$ cat src/rtl/seg7_scan_driver.sv
// Time-multiplexed N-digit 7-segment scanner with double-buffered digit data, guard blanking and leading-zero blanking.
// Latency: pins follow (slot counter, digit index, active set) by one CLK; a LOAD_IN capture shows from the next frame swap.
// Backpressure: none; LOAD_IN is always accepted and a later load overwrites a capture that has not been swapped in yet.
module seg7_scan_driver #(
    parameter int NUM_DIGITS    = 4,
    parameter int REFRESH_DIV   = 100000,
    parameter int GUARD_CYCLES  = 16,
    parameter bit BLANK_LEADING = 1'b1
) (
    input  logic                    CLK,
    input  logic                    RESET,
    input  logic [4*NUM_DIGITS-1:0] BIN_IN,
    input  logic [NUM_DIGITS-1:0]   DOT_IN,
    input  logic [NUM_DIGITS-1:0]   EN_IN,
    input  logic                    LOAD_IN,
    output logic [NUM_DIGITS-1:0]   SEG_SELECT_OUT,
    output logic [7:0]              HEX_OUT,
    output logic                    SCAN_TICK_OUT
);

    localparam int CNT_W = $clog2(REFRESH_DIV);
    localparam int IDX_W = $clog2(NUM_DIGITS);
    localparam logic [CNT_W-1:0] CNT_LAST = CNT_W'(REFRESH_DIV - 1);
    localparam logic [IDX_W-1:0] IDX_LAST = IDX_W'(NUM_DIGITS - 1);

    logic [CNT_W-1:0]        cnt;
    logic [IDX_W-1:0]        idx;
    logic                    slot_end;
    logic                    frame_end;

    logic [4*NUM_DIGITS-1:0] pend_val;
    logic [NUM_DIGITS-1:0]   pend_dot;
    logic [NUM_DIGITS-1:0]   pend_en;
    logic                    pend_valid;

    logic [4*NUM_DIGITS-1:0] act_val;
    logic [NUM_DIGITS-1:0]   act_dot;
    logic [NUM_DIGITS-1:0]   act_en;

    logic [NUM_DIGITS-1:0]   suppress;
    logic                    upper_zero;
    logic                    in_guard;
    logic                    blank;
    logic [3:0]              cur_nib;

    // Hex nibble to active-low segment pattern, bit order g..a.
    function automatic logic [6:0] seg_code(input logic [3:0] nib);
        case (nib)
            4'h0:    seg_code = 7'h40;
            4'h1:    seg_code = 7'h79;
            4'h2:    seg_code = 7'h24;
            4'h3:    seg_code = 7'h30;
            4'h4:    seg_code = 7'h19;
            4'h5:    seg_code = 7'h12;
            4'h6:    seg_code = 7'h02;
            4'h7:    seg_code = 7'h78;
            4'h8:    seg_code = 7'h00;
            4'h9:    seg_code = 7'h18;
            4'hA:    seg_code = 7'h08;
            4'hB:    seg_code = 7'h03;
            4'hC:    seg_code = 7'h46;
            4'hD:    seg_code = 7'h21;
            4'hE:    seg_code = 7'h06;
            default: seg_code = 7'h0E;
        endcase
    endfunction

    assign slot_end  = (cnt == CNT_LAST);
    assign frame_end = slot_end && (idx == IDX_LAST);

    // A zero guard length removes the comparison entirely instead of comparing against zero.
    if (GUARD_CYCLES > 0) begin : g_guard
        assign in_guard = (cnt < CNT_W'(GUARD_CYCLES));
    end else begin : g_no_guard
        assign in_guard = 1'b0;
    end

    // Prescaler and digit index: one slot per REFRESH_DIV cycles, index wraps after the last digit.
    always_ff @(posedge CLK or posedge RESET) begin
        if (RESET) begin
            cnt <= '0;
            idx <= '0;
        end else if (slot_end) begin
            cnt <= '0;
            idx <= (idx == IDX_LAST) ? '0 : idx + 1'b1;
        end else begin
            cnt <= cnt + 1'b1;
        end
    end

    // Double buffer: loads land in pending; pending moves to active only when a frame completes.
    // A load on the swap cycle lands in pending after the swap has taken the older capture.
    always_ff @(posedge CLK or posedge RESET) begin
        if (RESET) begin
            pend_val   <= '0;
            pend_dot   <= '0;
            pend_en    <= '1;
            pend_valid <= 1'b0;
            act_val    <= '0;
            act_dot    <= '0;
            act_en     <= '1;
        end else begin
            if (frame_end && pend_valid) begin
                act_val <= pend_val;
                act_dot <= pend_dot;
                act_en  <= pend_en;
            end
            if (LOAD_IN) begin
                pend_val   <= BIN_IN;
                pend_dot   <= DOT_IN;
                pend_en    <= EN_IN;
                pend_valid <= 1'b1;
            end else if (frame_end) begin
                pend_valid <= 1'b0;
            end
        end
    end

    // Leading-zero map: a digit is blanked while it and every digit above it are zero with no dot.
    always_comb begin
        suppress   = '0;
        upper_zero = 1'b1;
        for (int k = NUM_DIGITS - 1; k >= 1; k--) begin
            upper_zero  = upper_zero && (act_val[4*k +: 4] == 4'h0) && !act_dot[k];
            suppress[k] = upper_zero && BLANK_LEADING;
        end
    end

    assign cur_nib = act_val[{idx, 2'b00} +: 4];
    assign blank   = in_guard || !act_en[idx] || suppress[idx];

    // Registered pin stage so anodes, segments and tick never glitch.
    always_ff @(posedge CLK or posedge RESET) begin
        if (RESET) begin
            SEG_SELECT_OUT <= '1;
            HEX_OUT        <= 8'hFF;
            SCAN_TICK_OUT  <= 1'b0;
        end else begin
            SCAN_TICK_OUT <= slot_end;
            if (blank) begin
                SEG_SELECT_OUT <= '1;
                HEX_OUT        <= 8'hFF;
            end else begin
                SEG_SELECT_OUT <= ~(NUM_DIGITS'(1) << idx);
                HEX_OUT        <= {~act_dot[idx], seg_code(cur_nib)};
            end
        end
    end

endmodule

$ cat config.mk
export PLATFORM = sky130hd
export DESIGN_NAME = seg7_scan_driver
export DESIGN_NICKNAME = d
export VERILOG_FILES = /design/src/rtl/seg7_scan_driver.sv
export SDC_FILE = /design/constraint.sdc
export NUM_CORES = 1
export LEC_CHECK = 0
export CAP_MARGIN = 0
export CORE_MARGIN = 5
export CORE_UTILIZATION = 55
export CTS_BUF_LIST = sky130_fd_sc_hd__clkbuf_8 sky130_fd_sc_hd__clkbuf_16
export DETAILED_ROUTE_END_ITERATION = 12
export GPL_ROUTABILITY_DRIVEN = 0
export PLACE_DENSITY = 0.78
export SLEW_MARGIN = 0
export SYNTH_ARGS = -nofsm -noshare
export SYNTH_HDL_FRONTEND = slang
export SYNTH_SLANG_ARGS = --single-unit
$ cat constraint.sdc
create_clock -name CLK -period 3.49 [get_ports CLK]
set_input_delay 0.698 -clock CLK [delete_from_list [all_inputs] [get_ports CLK]]
set_output_delay 0.698 -clock CLK [all_outputs]
set_load 0.02 [all_outputs]
# Yosys cells after proc, flatten, opt, wreduce, memory -nomap -nowiden
# Memory sizes are Yosys's and may differ from the RTL's.
# Cells that the tools add are included.
[word_totals]
reg_bits = 81
romBits = 112
in_bits = 27
out_inout_bits = 13
mem_count = 1
[classes]
n_addsub = 2
magnitude_cmp = 2
n_eq_ne = 2
shift = 2
muxes = 12
n_bitwise = 2
reduce_logical = 17
[memory_table]
columns = ["memory", "depth", "width", "rd", "rd_ports_with_merged_regs", "write_ports", "line_no", "text"]
rows = [
  ["(no name shown)", 16, 7, 1, 0, 0, "48", "case (nib)"],
]
[ops]
columns = ["op", "n"]
rows = [
  ["adder 17 x 1 -> 17 bit (second input constant)", 1],
  ["equality test 17 bit (second input constant)", 1],
  ["less-than comparator 17 x 5 -> 1 bit (second input constant)", 1],
  ["two-way mux 17 bit", 1],
  ["indexed part select 16 x 5 -> 4 bit", 1],
  ["zero test 4 bit", 3],
  ["two-way mux 8 bit", 1],
  ["logical AND 1 bit", 7],
  ["binary-select mux 1 bit (select 2 bit)", 3],
  ["two-way mux 1 bit", 5],
  ["zero test 1 bit", 4],
  ["two-way mux 4 bit", 1],
  ["inverter 4 bit", 1],
  ["left shift 1 x 2 -> 4 bit (first input constant)", 1],
  ["less-than comparator 2 x 3 -> 1 bit (second input constant)", 1],
  ["adder 2 x 1 -> 2 bit (second input constant)", 1],
  ["equality test 2 bit (second input constant)", 1],
  ["logical OR 1 bit", 2],
  ["two-way mux 2 bit", 1],
  ["nonzero test 2 bit", 1],
  ["inverter 1 bit", 1],
]

# Logic depth before layout (Yosys ltp)
[depth]
word_depth = 10
depth_mapped = 8

# Worst setup path before layout
# OpenSTA, ideal clock, no wires.
[synth_path]
path_type = "register to register"
start = "register idx[1]"
end = "register HEX_OUT[3]"
setup_time_ns = 0.087
t_arrival_ns = 1.862
required_time_ns = 3.403
path_slack_ns = 1.541
path_stages_with_launch = 8
cell_sequence = "dfrtp_1 > buf_2 > mux4_2 > inv_1 > ha_1 > mux2_2 > nand2_1 > nand3_1"
[synth_via]
elab_chain_len = 6
[synth_lines]
columns = ["element", "line_no", "text"]
rows = [
  ["start: declaration", "27", "logic [IDX_W-1:0] idx;"],
  ["start signal: assignment", "85", "idx <= (idx == IDX_LAST) ? '0 : idx + 1'b1;"],
  ["branches (longest 5 deep; another with memory (16 x 7 bit))", "n/a", ""],
  ["two-way mux 8 bit *", "140", "if (blank) begin"],
  ["end signal: assignment", "145", "HEX_OUT <= {~act_dot[idx], seg_code(cur_nib)};"],
  ["end: declaration", "17", "output logic [7:0] HEX_OUT,"],
]
# Every way passes the cells marked *. The select of a mux whose other input is x is not followed.
# A chain may end at the register's enable or synchronous reset.

# Worst setup path after layout
[layout_path]
start = "register idx[0]"
end = "register HEX_OUT[2]"
# Same word-level chain as after synthesis.

==> flow_summary.yaml <==
outcome:
  outcome: "finished, final reports clean"
finish:
  drive_gt1_share_pct: 30.4
  fin_area_um2: 4340
  instances_no_fill: 399
  final_cell_mix: "dfrtp_1 (61), clkdlybuf4s50_1 (39), mux2_2 (30)"
  area_delta_synth_final_pct: 17.3
  final_nets: 351
  final_common_cell: "dfrtp_1"
  n_antenna_cell: 0
  fin_util_pct: 65.0
placement:
  hpwl_mm: 4.37
  dp_cells: 383
  portBuffers: 39
  dpl_cell_area_um2: 4120
critical_path:
  path_cells: "mux4_2 -> o41ai_1 -> nor3_1 -> o311ai_0"
  start_kind: "register"
  ff2ff_path_depth: 4
  cp_max_fo: 12
  path_class: "reg -> reg"
  cp-end-kind: "register"
  crit_arrival_ps: 2540
  worst_ep_required_time_ps: 3700
  max_stage_delay_ps: 870
  cpMaxStageDelayCell: "nor3_1"
grt:
  grt_max_degree: 47
  grt_pass1_vias: 2233
  overflow: 0
  antenna_found_initial: 0
  grt_pass1_wl_mm: 11.0
  grt_usage_pct: 16.4
sta:
  worst_pin_slew_ps: 1140
  finalMaxSlewViolations: 0
  max_freq_mhz: 428
  slew_headroom_pct: 23.4
  rsz0062_at_grt: "no"
  timing.setup.tns_ps: 0
  hold_viol: 0
  final_period_minus_worst_setup_slack_ps: 2340
  skew_ps: 12.6
  finalCritPeriodShare_pct: 67.0
  setup_viol: 0
routing:
  first_pass_iters: 4
  wirelength_mm: 6.29
  vias: 2153
  antenna_left: 0
  route.detailed.drc: 0
  wire_per_inst_um: 15.8
  drtIter0Drc: 98
  viasPerCell: 5.40
clocking:
  holdBufCountCts: 0
  clk_latency_ps: 350
  cts_resized: 0
  post_cts_buffers: 0
  cts_root_buffer: "clkbuf_8"
  clockBufferDepth: 2
  path_clk_slew_ps: 80
  cts_tree: "yes"
  htreeDepth: 3
  cts_num_sinks: 81
  cts_buffers: 9
pwr:
  power.leakage_nw: 1.83
  seq_power_share_pct: 54.0
  net-switching-power_w: 0.000368
  p_clk_share_pct: 41.3
  power_density_nw_per_um2: 421
  intPower_w: 0.00146
  switching_share_pct: 20.1
  combPwrFrac_pct: 4.7
  vdd_drop_max_v: 0.000288
synthesis:
  ys.flop_type: "dfrtp_1"
  syn_area_per_cell_um2: 13.5
  synth_nets: 311
  synth_seq_cells: 81
  async_flop_share_pct: 100
  ys_warn_count: 0
  synthDistinctLibCells: 41
  syn_area_um2: 3700
  seq_area_frac_synth_pct: 55.4
  syn_inst: 274
  synth-edff-count: 0
floorplanning:
  core-area_um2: 6680
  rows: 30
  die-area_um2: 8470
  start_util_pct: 55.4
  chipWidth_um: 92.0
  fp.dieH_um: 92.0
  ios: 40
min_path:
  hp-class: "reg -> reg"
  holdPathStages: 1
run:
  drv_cap: 0
-- through the flow --
stage                     worst slack (ps)  hold WS [ps]  power [W]
after floorplan                        745           442    0.00105
after global placement                1050           452    0.00109
after detailed placement              1020           477    0.00109
after CTS                             1140           488    0.00184
after global routing                   847           522    0.00190
final                                 1150           481    0.00183
-- synth_stat cells (2+ instances only) --
cell	n	share of area [%]
clkbuf_1	3	0.30
a22oi_1	2	0.41
mux2_4	20	8.1
nor3_1	6	0.81
o211ai_1	2	0.41
buf_2	3	0.41
nor2_1	14	1.4
nor4_1	4	0.68
ha_1	10	3.4
buf_1	2	0.20
mux4_2	6	3.6
nand3_1	12	1.6
o21ai_0	6	0.81
xor2_1	5	1.2
buf_12	2	1.1
nor2b_1	3	0.51
dfrtp_1	61	41
dfstp_2	20	14
inv_1	8	0.81
nand2_1	20	2.0
or4_1	2	0.41
xnor2_1	9	2.1
and3_1	2	0.34
mux2_2	30	9.1
buf_6	3	0.91
nand4_1	4	0.68
-- state kept, by name, indices dropped and copies added (netlist names) --
name,flops
idx,2
SEG_SELECT_OUT,4
act_dot,4
act_val,16
pend_dot,4
SCAN_TICK_OUT,1
act_en,4
pend_val,16
cnt,17
HEX_OUT,8
pend_valid,1
pend_en,4
-- routing by layer --
layer | vias up | track usage (%) | share of wire (%)
li1 | 1046 | - | -
met1 | 1055 | 23.2 | 48
met2 | 42 | 24.4 | 46
met3 | 10 | 3.04 | 4.0
met4 | 0 | 8.17 | 2.0
met5 | - | 0 | 0
-- power groups by stage --
stage                     Sequential [W]  Clock (W)  Combinational [W]
after detailed placement         0.00100          0          0.0000893
after global placement           0.00100          0          0.0000854
after global routing            0.000990   0.000810          0.0000964
final                           0.000986   0.000754          0.0000866
after floorplan                 0.000997          0          0.0000481
after CTS                       0.000986   0.000767          0.0000892
-- cell families after synthesis --
family,synth area share [%]
simple gates,10.2
fa+ha+maj,3.38
xor+xnor,3.31
flops,55.4
compound gates,2.81
mux,21.2
buf+inv,3.72
-- worst max-delay path: cells and delay by family (launching register included) --
family,cells,cell delay (ps)
flip-flops,1,540
AO/OA/AOI/OAI,2,380
AND/OR/NAND/NOR,1,870
multiplexers,1,400
-- path summary, 6_finish.rpt --
check | startpoint | endpoint | slack [ps]
max reg2reg | idx[0]$_DFFE_PP0N_ | HEX_OUT[2]$_DFF_PP1_ | 1150
min in group asynchronous | RESET | pend_dot[3]$_DFFE_PP0P_ | 820
min reg2reg | cnt[0]$_DFF_PP0_ | cnt[0]$_DFF_PP0_ | 480
max in group asynchronous | RESET | pend_en[0]$_DFFE_PP1P_ | 1930
max | idx[0]$_DFFE_PP0N_ | HEX_OUT[2]$_DFF_PP1_ | 1150
min | cnt[0]$_DFF_PP0_ | cnt[0]$_DFF_PP0_ | 480
-- final cells by class --
type	count	area (um2)
Fill cell	510	2340
Sequential cell	81	2050
Multi-Input combinational cell	172	1510
Timing Repair Buffer	42	425
Clock buffer	11	151
Tap cell	80	100
Clock inverter	5	71.3
Inverter	8	30.0
No activity file was read; power rests on OpenSTA's default activity.
